`src/rtl/limn2600_interval_timer.sv`:
```
// Limn2600 interval timer: prescaled 32-bit down-counter on the CPU bus.
// Drives the system irq line from a latched pending flag.
module limn2600_interval_timer #(
  parameter logic [31:0] BASE     = 32'hF800_0000,
  parameter int          PRESCALE = 4
) (
  input  logic        clk,
  input  logic        rst,
  input  logic        cs,
  input  logic        we,
  input  logic [31:0] addr,
  input  logic [31:0] data_in,
  output logic [31:0] data_out,
  output logic        rdy,
  output logic        irq
);

  localparam int PW = (PRESCALE > 1) ? $clog2(PRESCALE) : 1;
  localparam logic [PW-1:0] PMAX = PW'(PRESCALE - 1);

  typedef enum logic [1:0] {
    IDLE,
    RESP,
    HOLD
  } state_t;

  state_t state;
  state_t state_nx;

  logic          en;
  logic          ie;
  logic          auto;
  logic          pend;
  logic [31:0]   reload;
  logic [31:0]   count;
  logic [PW-1:0] presc;
  logic [31:0]   rd_val;

  logic       hit;
  logic [1:0] sel;
  logic       wr_ctrl;
  logic       wr_reload;
  logic       wr_count;
  logic       wr_status;
  logic       tick;
  logic       tick_ok;
  logic       expire;
  logic       unused_bits;

  assign unused_bits = ^addr[1:0];

  assign sel = addr[3:2];
  assign hit = (state == IDLE) && cs
             && (addr[31:4] == BASE[31:4]);

  assign wr_ctrl   = hit && we && (sel == 2'd0);
  assign wr_reload = hit && we && (sel == 2'd1);
  assign wr_count  = hit && we && (sel == 2'd2);
  assign wr_status = hit && we && (sel == 2'd3);

  // A CTRL or COUNT write in the tick cycle swallows that tick.
  assign tick    = en && (presc == PMAX);
  assign tick_ok = tick && !wr_ctrl && !wr_count;
  assign expire  = tick_ok && (count <= 32'd1);

  assign rdy = (state == RESP);
  assign irq = pend & ie;

  always_ff @(posedge clk) begin
    if (rst) state <= IDLE;
    else     state <= state_nx;
  end

  always_comb begin
    state_nx = state;
    unique case (state)
      IDLE:    if (hit) state_nx = RESP;
      RESP:    state_nx = HOLD;
      HOLD:    if (!cs) state_nx = IDLE;
      default: state_nx = IDLE;
    endcase
  end

  always_comb begin
    rd_val = '0;
    unique case (sel)
      2'd0: rd_val = {29'd0, auto, ie, en};
      2'd1: rd_val = reload;
      2'd2: rd_val = count;
      2'd3: rd_val = {31'd0, pend};
      default: rd_val = '0;
    endcase
  end

  always_ff @(posedge clk) begin
    if (rst) begin
      en       <= 1'b0;
      ie       <= 1'b0;
      auto     <= 1'b0;
      pend     <= 1'b0;
      reload   <= '0;
      count    <= '0;
      presc    <= '0;
      data_out <= '0;
    end else begin
      if (hit && !we) data_out <= rd_val;

      if (wr_ctrl || !en || tick) presc <= '0;
      else                        presc <= presc + PW'(1);

      if (tick_ok) begin
        if (count > 32'd1) begin
          count <= count - 32'd1;
        end else begin
          pend <= 1'b1;
          if (auto) begin
            count <= reload;
          end else begin
            count <= '0;
            en    <= 1'b0;
          end
        end
      end

      if (wr_ctrl) begin
        en   <= data_in[0];
        ie   <= data_in[1];
        auto <= data_in[2];
      end
      if (wr_reload) reload <= data_in;
      if (wr_count)  count  <= data_in;
      // An expiry in the same cycle keeps PEND set.
      if (wr_status && data_in[0] && !expire) pend <= 1'b0;
    end
  end

endmodule

```
`config.mk`:
```
export PLATFORM = sky130hd
export DESIGN_NAME = limn2600_interval_timer
export DESIGN_NICKNAME = d
export VERILOG_FILES = /design/src/rtl/limn2600_interval_timer.sv
export SDC_FILE = /design/constraint.sdc
export NUM_CORES = 1
export LEC_CHECK = 0
export ABC_AREA = 1
export CAP_MARGIN = 10
export CORE_UTILIZATION = 35
export CTS_BUF_LIST = sky130_fd_sc_hd__clkbuf_8
export CTS_CLUSTER_SIZE = 30
export DETAILED_ROUTE_END_ITERATION = 7
export DONT_BUFFER_PORTS = 1
export GPL_TIMING_DRIVEN = 0
export PLACE_DENSITY = 0.57
export SYNTH_ARGS = -nofsm -noshare
export SYNTH_HDL_FRONTEND = slang
export SYNTH_SLANG_ARGS = --single-unit
```
`constraint.sdc`:
```
create_clock -name clk -period 5.5 [get_ports clk]
set_clock_uncertainty 0.15 [all_clocks]
set_input_delay 1.1 -clock clk [delete_from_list [all_inputs] [get_ports clk]]
set_output_delay 1.1 -clock clk [all_outputs]
set_load 0.005 [all_outputs]
```
# Word-level counts from Yosys, hierarchy flattened
# Cells that the tools add are included.
[word_totals]
reg_bits = 104
output_inout_bits = 34
in_bits = 68
[classes]
addsub = 2
reduce_logical = 30
bitwise = 2
eq_ne = 11
mux = 12
order_cmp = 2
[op_table]
columns = ["operator", "count"]
rows = [
  ["$mux W32", 4],
  ["$pmux W32 S4", 1],
  ["$gt A32 B1 Y1 const B", 1],
  ["$le A32 B1 Y1 const B", 1],
  ["$sub A32 B1 Y32 const B", 1],
  ["$eq A28 B28 Y1 const B", 1],
  ["$logic_and A1 B1 Y1", 14],
  ["$eq A2 B2 Y1 const B", 4],
  ["$ne A2 B2 Y1 const B", 3],
  ["$pmux W2 S3", 1],
  ["$logic_not A1 Y1", 5],
  ["$eq A2 B1 Y1 const B", 2],
  ["$logic_not A2 Y1", 2],
  ["$mux W1", 4],
  ["$mux W2", 2],
  ["$reduce_and A2 Y1", 2],
  ["$reduce_bool A2 Y1", 2],
  ["$reduce_or A2 Y1", 2],
  ["$reduce_and A3 Y1", 1],
  ["$add A2 B1 Y2 const B", 1],
  ["$logic_or A1 B1 Y1", 2],
  ["$ne A2 B1 Y1 const B", 1],
  ["$and A1 B1 Y1", 1],
  ["$not A1 Y1", 1],
]

# Depth between registers and ports, before layout
# Gate-level depths: netlist of run 1.
[logic_depth]
word_depth = 12
ltp_mapped = 14
depth_no_buf = 13

# Worst setup path after synthesis of run 1
# OpenSTA, ideal clock, no wires.
[synth_timing]
path_kind = "input to register"
from = "in cs"
to = "reg count[11]"
path_slack_ps = 2879
setup_time_ps = 128
t_required_ps = 5222
path_stages = 13
arrival_time_ps = 2344
cell_sequence = "inv_1 > nor2_2 > nand2_1 > nor2_1 > nand2_1 > nor2_2 > nand3_2 > nand3_2 > buf_6 > buf_6 > nor2_2 > nor2_1 > nor2_1"
[synth_via]
elab_chain_cells = 8
elab_cells_between_ends = 11
classes_between = "1 x mux; 10 x reduce/logical"
[synth_rtl]
columns = ["element", "line_no", "source"]
rows = [
  ["start, declared", "9", "input logic cs,"],
  ["$logic_and A1 B1 Y1 (*)", "53", "assign hit = (state == IDLE) && cs"],
  ["$logic_and A1 B1 Y1 (*)", "54", "&& (addr[31:4] == BASE[31:4]);"],
  ["$logic_and A1 B1 Y1 (*)", "56, 58", ""],
  ["$logic_and A1 B1 Y1", "56", "assign wr_ctrl = hit && we && (sel == 2'd0);"],
  ["$logic_not A1 Y1", "63", "assign tick_ok = tick && !wr_ctrl && !wr_count;"],
  ["$logic_and A1 B1 Y1 (2 in a row)", "63", ""],
  ["$reduce_bool A2 Y1 (no source line)", "--", ""],
  ["end signal, assigned", "113", "count <= count - 32'd1;"],
  ["end signal, assigned", "117", "count <= reload;"],
  ["end signal, assigned", "131", "if (wr_count) count <= data_in;"],
  ["end, declared", "35", "logic [31:0] count;"],
]
# Every way passes the cells marked *; elsewhere a longest branch is shown, timed or not.
# A chain may end at the register's enable or synchronous reset.

# Final worst setup path of run 1
[layout_timing]
from = "in cs"
to = "reg reload[13]"
[layout_via]
elab_chain_cells = 4
[layout_rtl]
columns = ["element", "line_no", "source"]
rows = [
  ["$logic_and A1 B1 Y1", "53", ""],
  ["$logic_and A1 B1 Y1", "54", ""],
  ["$logic_and A1 B1 Y1 (2 in a row)", "57", "assign wr_reload = hit && we && (sel == 2'd1);"],
  ["end signal, assigned", "130", "if (wr_reload) reload <= data_in;"],
  ["end, declared", "34", "logic [31:0] reload;"],
]
# Every way passes these cells.

==> run_results.csv, run 1 <==
group,metric,value,unit
global_routing,grt_start_max_net_pins,16,
clock_network,clk_latency,0.40,ns
timing,tns,0,ns
global_routing,antenna_found_initial,0,
logic_synthesis,synth.distinct_cells,38,
logic_synthesis,avgSynthCellArea,6.12,sq um
clock_network,postCtsSetupBuffers,0,
timing,rsz0062_at_grt,"false",
critical_path,critPathCaptureType,"register",
clock_network,clockRootBuffer,"clkbuf_8",
critical_path,critPathSlowestCell,"clkbuf_1",
logic_synthesis,yosys_most_used_dff,"dfxtp_1",
logic_synthesis,synth-seq-cells,104,
critical_path,crit_fanout,10,
logic_synthesis,synth_top_cell_by_area,"dfxtp_1",
timing,min_period,2.75,ns
timing,hold_viol_final,0,
drt,viasPerCell,4.95,
power_and_ir_drop,peakVddDrop,0.000133,V
critical_path,worstPathBufferInverterCount,2,
logic_synthesis,yosysSeqAreaShare,32.0,%
floorplanning,num_rows,49,
logic_synthesis,synth_edf_count,0,
floorplanning,chipHeight,138,um
drt,ant_nets,0,
timing,maxSlewViolCount,0,
drt,drc,10,
logic_synthesis,synth_area_leaders,"dfxtp_1 (32%), nand2_1 (17%), nor2_1 (12%)",
clock_network,cts.sinks,104,
cells_and_area,final_cell_mix,"nand2_1 (291), nor2_1 (202), inv_1 (133)",
logic_synthesis,syn_inst,1063,
placed_design,hpwlAfterDp,16100,um
drt,drt-total-wl,20700,um
logic_synthesis,synth_top_area_share,32.0,%
cells_and_area,diodes,0,
critical_path,max_stage_delay,0.40,ns
timing,post-route-period-util,50.0,%
critical_path,crit_type,"in -> reg",
global_routing,track_usage,22.7,%
floorplanning,die_area,19100,sq um
floorplanning,dieWidth,138,um
clock_network,clockBufferDepth,2,
critical_path,cp.arrival,2.85,ns
power_and_ir_drop,p_leak,0.00297,uW
outcome,violations,"design-rule violations",
placed_design,io_buffers,0,
power_and_ir_drop,p_per_area,181,nW/um^2
drt,wl_per_cell,15.9,um
critical_path,critPathLaunchType,"primary input",
critical_path,crit_required,5.60,ns
timing,holdWs,0.277,ns
global_routing,grt_pass1_vias,6174,
clock_network,cts_resized,0,
floorplanning,io_pins,102,
timing,worstMarginPinSlew,0.727,ns
critical_path,crit_top_cell,"nand2_1",
clock_network,cts_hold_buf,0,
floorplanning,start_util,35.9,%
logic_synthesis,yosysWarningCount,0,
logic_synthesis,synth_nets,1134,
clock_network,cts_tree,"built",
clock_network,htreeDepth,3,
global_routing,grt-ovfl-total,0,
critical_path,cp_top_family,"simple AND/OR/NAND/NOR gates",
logic_synthesis,synth.cell_area,6500,sq um
global_routing,grt_pass1_wl,33700,um
cells_and_area,drive_gt1_share,9.64,%
floorplanning,core,18100,sq um
outcome,status,"finished with violations",
cells_and_area,mostFrequentLayoutCell,"nand2_1",
clock_network,cts_buffers,9,
worst_hold_path,hold_class,"reg -> reg",
timing,relSlewSlack,51.5,%
clock_network,clkTransAtPathRegs,0.10,ns
critical_path,cp_cell_sequence,"inv_1 > nor2_2 > nand2_1 > nor2_1 > nand2_1 > nor3b_2 > nand2_1 > clkbuf_1 > nor2_1 > a211oi_1",
timing,setup_viol,0,
cells_and_area,final_nets,1145,
timing,fmax,0.364,GHz
logic_synthesis,async_flop_share,0,%
drt,vias,6475,
placed_design,gp_congestion,0.935,
drt,drt_iter0_drc,425,
cells_and_area,syn2layout_area_growth,7.26,%
drt,drt_pass1_iterations,7,
job,cap_violations,0,
flip-flops by register name, indices dropped and copies added (netlist names):
name,flops
state,2
count,32
en,1
data_out,32
auto,1
reload,32
presc,2
ie,1
pend,1
where the power goes:
part	total (uW)	switching, uW	internal [uW]
registers	752	0.000000817	752
logic	40.6	32.5	8.09
clock network	472	273	198
cell type report:
cell class	count	area [sq um]
Buffer	47	236
Clock buffer	12	165
Clock inverter	4	20.0
Fill cell	1993	11100
Inverter	132	495
Multi-Input combinational cell	780	3690
Sequential cell	104	2080
Tap cell	229	287
worst reg2reg max path, cell delays in order (launching register included):
cell and delay [ns]:
dfxtp_1 0.34, inv_1 0.14, ha_1 0.31, nand3_1 0.18, nor2_1 0.41, nand2_1 0.23, nand2_1 0.14, nand2_1 0.15
nand3_1 0.16, a21oi_2 0.06, nor2_1 0.09, nor2_1 0.05
cell usage after synthesis (3+ instances only):
master,count
nand2_1,291
nor2_1,202
inv_1,131
dfxtp_1,104
nand3_1,74
o21ai_0,41
a211oi_1,33
a31oi_1,29
clkbuf_1,29
nand2_2,25
nor2_2,21
buf_2,14
nand4_1,14
a21oi_2,10
a21oi_1,8
ha_1,3
nand3_2,3
o21bai_1,3
cells by family (layout without fill, tap and decap cells):
logic type	count (synthesis)	after routing	synth area share [%]
AOI/OAI and AO/OA	129	129	12.6
and+or+nand+nor	645	645	43.1
DFF	104	104	32.0
xor gates and xnor gates	3	3	0.404
adders and majority gates	3	3	0.577
buffers and inverters	179	195	11.3
per-stage QoR:
step / cells / total power (uW) / util (%) / worst slack (ns) / cell area (sq um)
6_report: 1308 / 1260 / 38.6 / 2.75 / 6970
5_1_grt: 1308 / 1310 / 38.6 / 2.59 / 6970
4_1_cts: 1308 / 1280 / 38.6 / 2.79 / 6970
3_5_place_dp: 1292 / 811 / 37.5 / 2.35 / 6790
3_3_place_gp: 1292 / 810 / 37.5 / 2.38 / 6790
2_1_floorplan: 1063 / 795 / - / 2.88 / 6500
routing by layer:
layer,track usage [%],routed length [um],vias to the layer above,part of all wire [%]
met4,6.09,316,0,1.5
met2,37.2,9440,156,46
met5,0,0,-,0
li1,-,-,3381,-
met3,5.13,1130,25,5.4
met1,30.1,9850,2913,48
final timing paths:
path                 start         end  slack, ns  cells after the start
setup / recovery        cs  reload[13]       2.75                     10
setup reg to reg  count[0]   count[21]       2.97                     11
hold reg to reg   presc[0]    presc[0]       0.28                      1
hold / removal    presc[0]    presc[0]       0.28                      1
Note: power is estimated with default switching activity, not from simulation.
==> run 2, diff against run 1 <==
--- a/config.mk
+++ b/config.mk
@@ -13,7 +13,7 @@
 export DETAILED_ROUTE_END_ITERATION = 7
 export DONT_BUFFER_PORTS = 1
 export GPL_TIMING_DRIVEN = 0
-export PLACE_DENSITY = 0.57
+export PLACE_DENSITY = 0.59
 export SYNTH_ARGS = -nofsm -noshare
 export SYNTH_HDL_FRONTEND = slang
 export SYNTH_SLANG_ARGS = --single-unit
==> constraint.sdc (replaced) <==
create_clock -name clk -period 2.24 [get_ports clk]
set_clock_uncertainty 0.15 [all_clocks]
set_input_delay 0.448 -clock clk [delete_from_list [all_inputs] [get_ports clk]]
set_output_delay 0.448 -clock clk [all_outputs]
set_load 0.005 [all_outputs]
==> run_results.csv, run 2 (same netlist as run 1, synthesis figures left out) <==
group,metric,value,unit
cells_and_area,syn2layout_area_growth,11.7,%
floorplanning,start_util,35.9,%
floorplanning,chipHeight,138,um
critical_path,r2r_start,"count[0]",
critical_path,cp_top_family,"simple AND/OR/NAND/NOR gates",
global_routing,grt-ovfl-total,0,
drt,viasPerCell,4.95,
clock_network,htreeDepth,3,
critical_path,critPathLaunchType,"register",
global_routing,grt_util_met1,29.4,%
placed_design,dp_cells,1292,
global_routing,gr-usage-met2,36.5,%
job,cap_violations,0,
timing,min_period,2.15,ns
floorplanning,dieWidth,138,um
clock_network,clockRootBuffer,"clkbuf_8",
drt,drt_iter0_drc,432,
clock_network,clk_latency,0.41,ns
critical_path,max_stage_delay,0.35,ns
global_routing,top_usage_layer,"met2",
floorplanning,die_area,19100,sq um
worst_hold_path,hold_end,"reload[15]",
critical_path,crit_top_cell,"nor2_1",
outcome,violations,"design-rule violations",
placed_design,gp_congestion,0.915,
timing,worstMarginPinSlew,0.715,ns
critical_path,cp.arrival,2.34,ns
cells_and_area,final_nets,1156,
critical_path,crit_fanout,7,
clock_network,cts_tree,"built",
worst_hold_path,hold_class,"in -> reg",
cells_and_area,fin_cells,1319,
clock_network,clockBufferDepth,2,
timing,fmax,0.466,GHz
floorplanning,core,18100,sq um
clock_network,cts_hold_buf,0,
critical_path,timing.rr.end,"count[20]",
global_routing,grt_pass1_wl,33600,um
clock_network,cts_buffers,9,
clock_network,clkTransAtPathRegs,0.11,ns
clock_network,cts.sinks,104,
power_and_ir_drop,peakVddDrop,0.000246,V
cells_and_area,final_cell_mix,"nand2_1 (288), nor2_1 (197), inv_1 (130)",
power_and_ir_drop,power,3310,uW
drt,wl_per_cell,15.9,um
timing,hold_viol_final,0,
worst_hold_path,hp-start,"data_in[15]",
floorplanning,io_pins,102,
timing,maxSlewViolCount,0,
cells_and_area,drive_gt1_share,12.6,%
critical_path,crit_required,2.43,ns
global_routing,grt_use_met3,4.85,%
critical_path,critPathSlowestCell,"dfxtp_1",
global_routing,grt_start_max_net_pins,17,
global_routing,track_usage,22.5,%
worst_hold_path,hold_depth,2,
timing,tns,0,ns
timing,relSlewSlack,52.3,%
critical_path,rrSetupSlack,0.09,ns
critical_path,crit_type,"reg -> reg",
critical_path,critPathCaptureType,"register",
placed_design,hpwlAfterDp,16100,um
drt,ant_nets,0,
drt,vias,6535,
timing,post-route-period-util,95.8,%
critical_path,cp_cell_sequence,"inv_2 > ha_4 > o21ai_0 > nor2_1 > nand4_4 > nor2_8 > clkbuf_16 > nand2_2 > a21oi_2 > nor2_1 > nor2_1",
outcome,status,"finished with violations",
timing,holdWs,0.0537,ns
drt,drc,6,
cells_and_area,mostFrequentLayoutCell,"nand2_1",
cells_and_area,reg_top3,"count (32), data_out (32), reload (32)",
placed_design,io_buffers,0,
global_routing,grt_pass1_vias,6243,
cells_and_area,diodes,0,
global_routing,antenna_found_initial,0,
power_and_ir_drop,p_per_area,455,nW/um^2
critical_path,worstPathBufferInverterCount,2,
drt,drt_pass1_iterations,7,
critical_path,ff2ff_path_depth,11,
floorplanning,num_rows,49,
power_and_ir_drop,p_leak,0.00312,uW
timing,setup_viol,0,
drt,drt-total-wl,21000,um
-- run 2: cell count changes in the layout (fill, tap and decap cells not counted), moves of 4 or more --
cell      previous run  this run
nor2_4               2         9
nor2_1             202       197
clkbuf_1            29        19
buf_2               14        10
buf_4                0        10
clkbuf_2             0         8
clkbuf_4             0         4
-- run 2: area by class of cell --
| type | instances | area [sq um] |
|---|---|---|
| Buffer | 47 | 272 |
| Clock buffer | 10 | 138 |
| Clock inverter | 6 | 83.8 |
| Fill cell | 1954 | 10800 |
| Inverter | 132 | 495 |
| Multi-Input combinational cell | 780 | 3780 |
| Sequential cell | 104 | 2080 |
| Tap cell | 229 | 287 |
| Timing Repair Buffer | 11 | 125 |
-- run 2: worst max path at each step --
stage / start / end / slack [ns] / cells past startpoint
after floorplan: cs / count[11] / 0.27 / 13
after global placement: cs / reload[12] / -0.23 / 10
after detailed placement: cs / data_out[11] / -0.25 / 9
after CTS: state[0] / reload[11] / 0.02 / 9
after global routing: count[0] / count[10] / -0.02 / 13
final: count[0] / count[20] / 0.09 / 11
-- run 2: report_power, final --
part           switching (uW)  internal [uW]
Combinational            80.8           20.3
Sequential         0.00000203           1850
Clock                     705            654
-- run 2: per-stage QoR --
| step | instance area (sq um) | util, % | worst slack [ns] |
|---|---|---|---|
| after floorplan | 6500 | - | 0.271 |
| after global placement | 6790 | 37.5 | -0.230 |
| after detailed placement | 6790 | 37.5 | -0.252 |
| after CTS | 7030 | 38.9 | 0.0222 |
| after global routing | 7260 | 40.2 | -0.0163 |
| final | 7260 | 40.2 | 0.0944 |
-- run 2: repair_timing --
| action | CTS | global route |
|---|---|---|
| endpoints found under the setup margin | 67 | 75 |
| cloned | 0 | 1 |
| pin swaps | 0 | 6 |
| gates resized for setup | 11 | 38 |
| setup buffers | 0 | 10 |
-- run 2: per-layer routing --
| layer | vias up | part of all wire, % |
|---|---|---|
| li1 | 3401 | - |
| met1 | 2959 | 47 |
| met2 | 145 | 45 |
| met3 | 30 | 5.7 |
| met4 | 0 | 2.0 |
| met5 | - | 0 |
==> run 3, diff against run 2 <==
--- a/config.mk
+++ b/config.mk
@@ -6,6 +6,7 @@
 export NUM_CORES = 1
 export LEC_CHECK = 0
 export ABC_AREA = 1
+export ABC_CLOCK_PERIOD_IN_PS = 2240
 export CAP_MARGIN = 10
 export CORE_UTILIZATION = 35
 export CTS_BUF_LIST = sky130_fd_sc_hd__clkbuf_8
@@ -13,7 +14,6 @@
 export DETAILED_ROUTE_END_ITERATION = 7
 export DONT_BUFFER_PORTS = 1
 export GPL_TIMING_DRIVEN = 0
-export PLACE_DENSITY = 0.59
 export SYNTH_ARGS = -nofsm -noshare
 export SYNTH_HDL_FRONTEND = slang
 export SYNTH_SLANG_ARGS = --single-unit
==> run_results.csv, run 3 (same netlist as run 1, synthesis figures left out) <==
group,metric,value,unit
cells_and_area,reg_top3,"count (32), data_out (32), reload (32)",
power_and_ir_drop,peakVddDrop,0.000364,V
critical_path,timing.rr.end,"count[9]",
job,cap_violations,0,
drt,drt_pass1_iterations,7,
drt,wl_per_cell,16.0,um
cells_and_area,diodes,0,
timing,min_period,2.11,ns
global_routing,antenna_found_initial,0,
clock_network,cts_hold_buf,0,
cells_and_area,drive_gt1_share,12.0,%
timing,setup_viol,0,
critical_path,cp_cell_sequence,"nor2_1 > nand3_1 > nor2_1 > xor2_1 > nand2_1 > nand2_1 > inv_1 > nor2_2 > nor2_1 > nor2_1",
cells_and_area,fin_cells,1316,
placed_design,place_ws,-0.246,ns
drt,ant_nets,0,
floorplanning,dieWidth,138,um
drt,drt_iter0_drc,430,
placed_design,hpwlAfterDp,16100,um
timing,maxSlewViolCount,0,
timing,rsz0062_at_grt,"true",
critical_path,r2r_start,"count[3]",
critical_path,crit_type,"reg -> reg",
critical_path,crit_fanout,6,
clock_network,clockBufferDepth,2,
critical_path,crit_required,2.41,ns
floorplanning,start_util,35.9,%
floorplanning,die_area,19100,sq um
timing,relSlewSlack,52.3,%
worst_hold_path,hp-start,"data_in[15]",
clock_network,cts.sinks,104,
drt,drc,10,
clock_network,htreeDepth,3,
global_routing,grt-ovfl-total,0,
worst_hold_path,hold_class,"in -> reg",
placed_design,dp_cells,1292,
cells_and_area,post-route-util,39.9,%
power_and_ir_drop,p_leak,0.00312,uW
critical_path,max_stage_delay,0.48,ns
drt,viasPerCell,5.02,
placed_design,io_buffers,0,
global_routing,grt_pass1_wl,33100,um
timing,hold_viol_final,0,
critical_path,crit_end,"count[9]",
critical_path,rrSetupSlack,0.13,ns
outcome,status,"finished with violations",
placed_design,gp_congestion,0.930,
timing,fmax,0.475,GHz
cells_and_area,final_nets,1153,
clock_network,clk_latency,0.39,ns
power_and_ir_drop,p_per_area,467,nW/um^2
cells_and_area,mostFrequentLayoutCell,"nand2_1",
outcome,violations,"design-rule violations",
critical_path,ff2ff_path_depth,10,
clock_network,cts_buffers,9,
cells_and_area,design_area,7220,sq um
floorplanning,io_pins,102,
timing,setup_ws,0.133,ns
global_routing,grt_start_max_net_pins,17,
drt,drt-total-wl,21000,um
drt,vias,6612,
timing,post-route-period-util,94.1,%
placed_design,dpl-instance-area,6790,sq um
clock_network,cts_tree,"built",
power_and_ir_drop,power,3370,uW
global_routing,track_usage,22.2,%
critical_path,critPathLaunchType,"register",
critical_path,cp.arrival,2.27,ns
critical_path,crit_top_cell,"nor2_1",
global_routing,grt_pass1_vias,6101,
cells_and_area,syn2layout_area_growth,11.0,%
cells_and_area,final_cell_mix,"nand2_1 (289), nor2_1 (200), inv_1 (130)",
timing,worstMarginPinSlew,0.715,ns
critical_path,critPathLaunch,"count[3]",
floorplanning,chipHeight,138,um
critical_path,critPathSlowestCell,"nor2_1",
clock_network,clockRootBuffer,"clkbuf_8",
clock_network,clkTransAtPathRegs,0.11,ns
floorplanning,num_rows,49,
critical_path,critPathCaptureType,"register",
floorplanning,core,18100,sq um
[run 3: cell types whose count changed in the layout (fill, tap and decap cells not counted), sizes merged]
cell	before	now
bufinv	2	3
clkbuf	42	43
clkinvlp	2	1
buf	26	21
clkinv	1	2
[run 3: how the worst min path moves through the flow]
stage,end,cells after the start
6_report,reload[15],2
2_1_floorplan,presc[0],1
3_3_place_gp,presc[0],1
5_1_grt,reload[27],2
4_1_cts,reload[29],2
3_5_place_dp,presc[0],1
[run 3: area by class of cell]
class,instances,area [sq um]
fill,1958,10900
sequential,104,2080
clock buffer,9,124
clock inverter,7,111
multi-input combinational,780,3770
timing repair buffer,8,72.6
inverter,132,495
buffer,47,282
tap,229,287
[run 3: what timing repair did]
item / CTS / global route
pin swaps: 0 / 5
gates resized for setup: 9 / 35
gates cloned: 0 / 0
setup endpoints to repair: 53 / 79
setup buffers: 0 / 8
[run 3: metal layers]
metal / routed length, um / GRT usage [%]
met1: 9790 / 29.8
met2: 9410 / 35.6
met3: 1340 / 4.61
met4: 468 / 7.04
met5: 0 / 0
[run 3: per-stage QoR]
| stage | hold WS [ns] | TNS [ns] |
|---|---|---|
| after floorplan | 0.249 | 0 |
| after global placement | 0.263 | -9.29 |
| after detailed placement | 0.269 | -9.92 |
| after CTS | 0.0507 | 0 |
| after global routing | 0.0637 | -0.0627 |
| final | 0.0683 | 0 |
[run 3: power breakdown]
part	switching [uW]	total, uW	internal [uW]
Sequential	0.00000204	1850	1850
Combinational	80.7	101	20.3
Clock	691	1430	735
[run 3: critical path: cells and delay by family (launching register included)]
family	cells	cell delay (ns)
xor gates and xnor gates	1	0.21
and+or+nand+nor	8	1.24
DFF	1	0.41
buffers and inverters	1	0.04
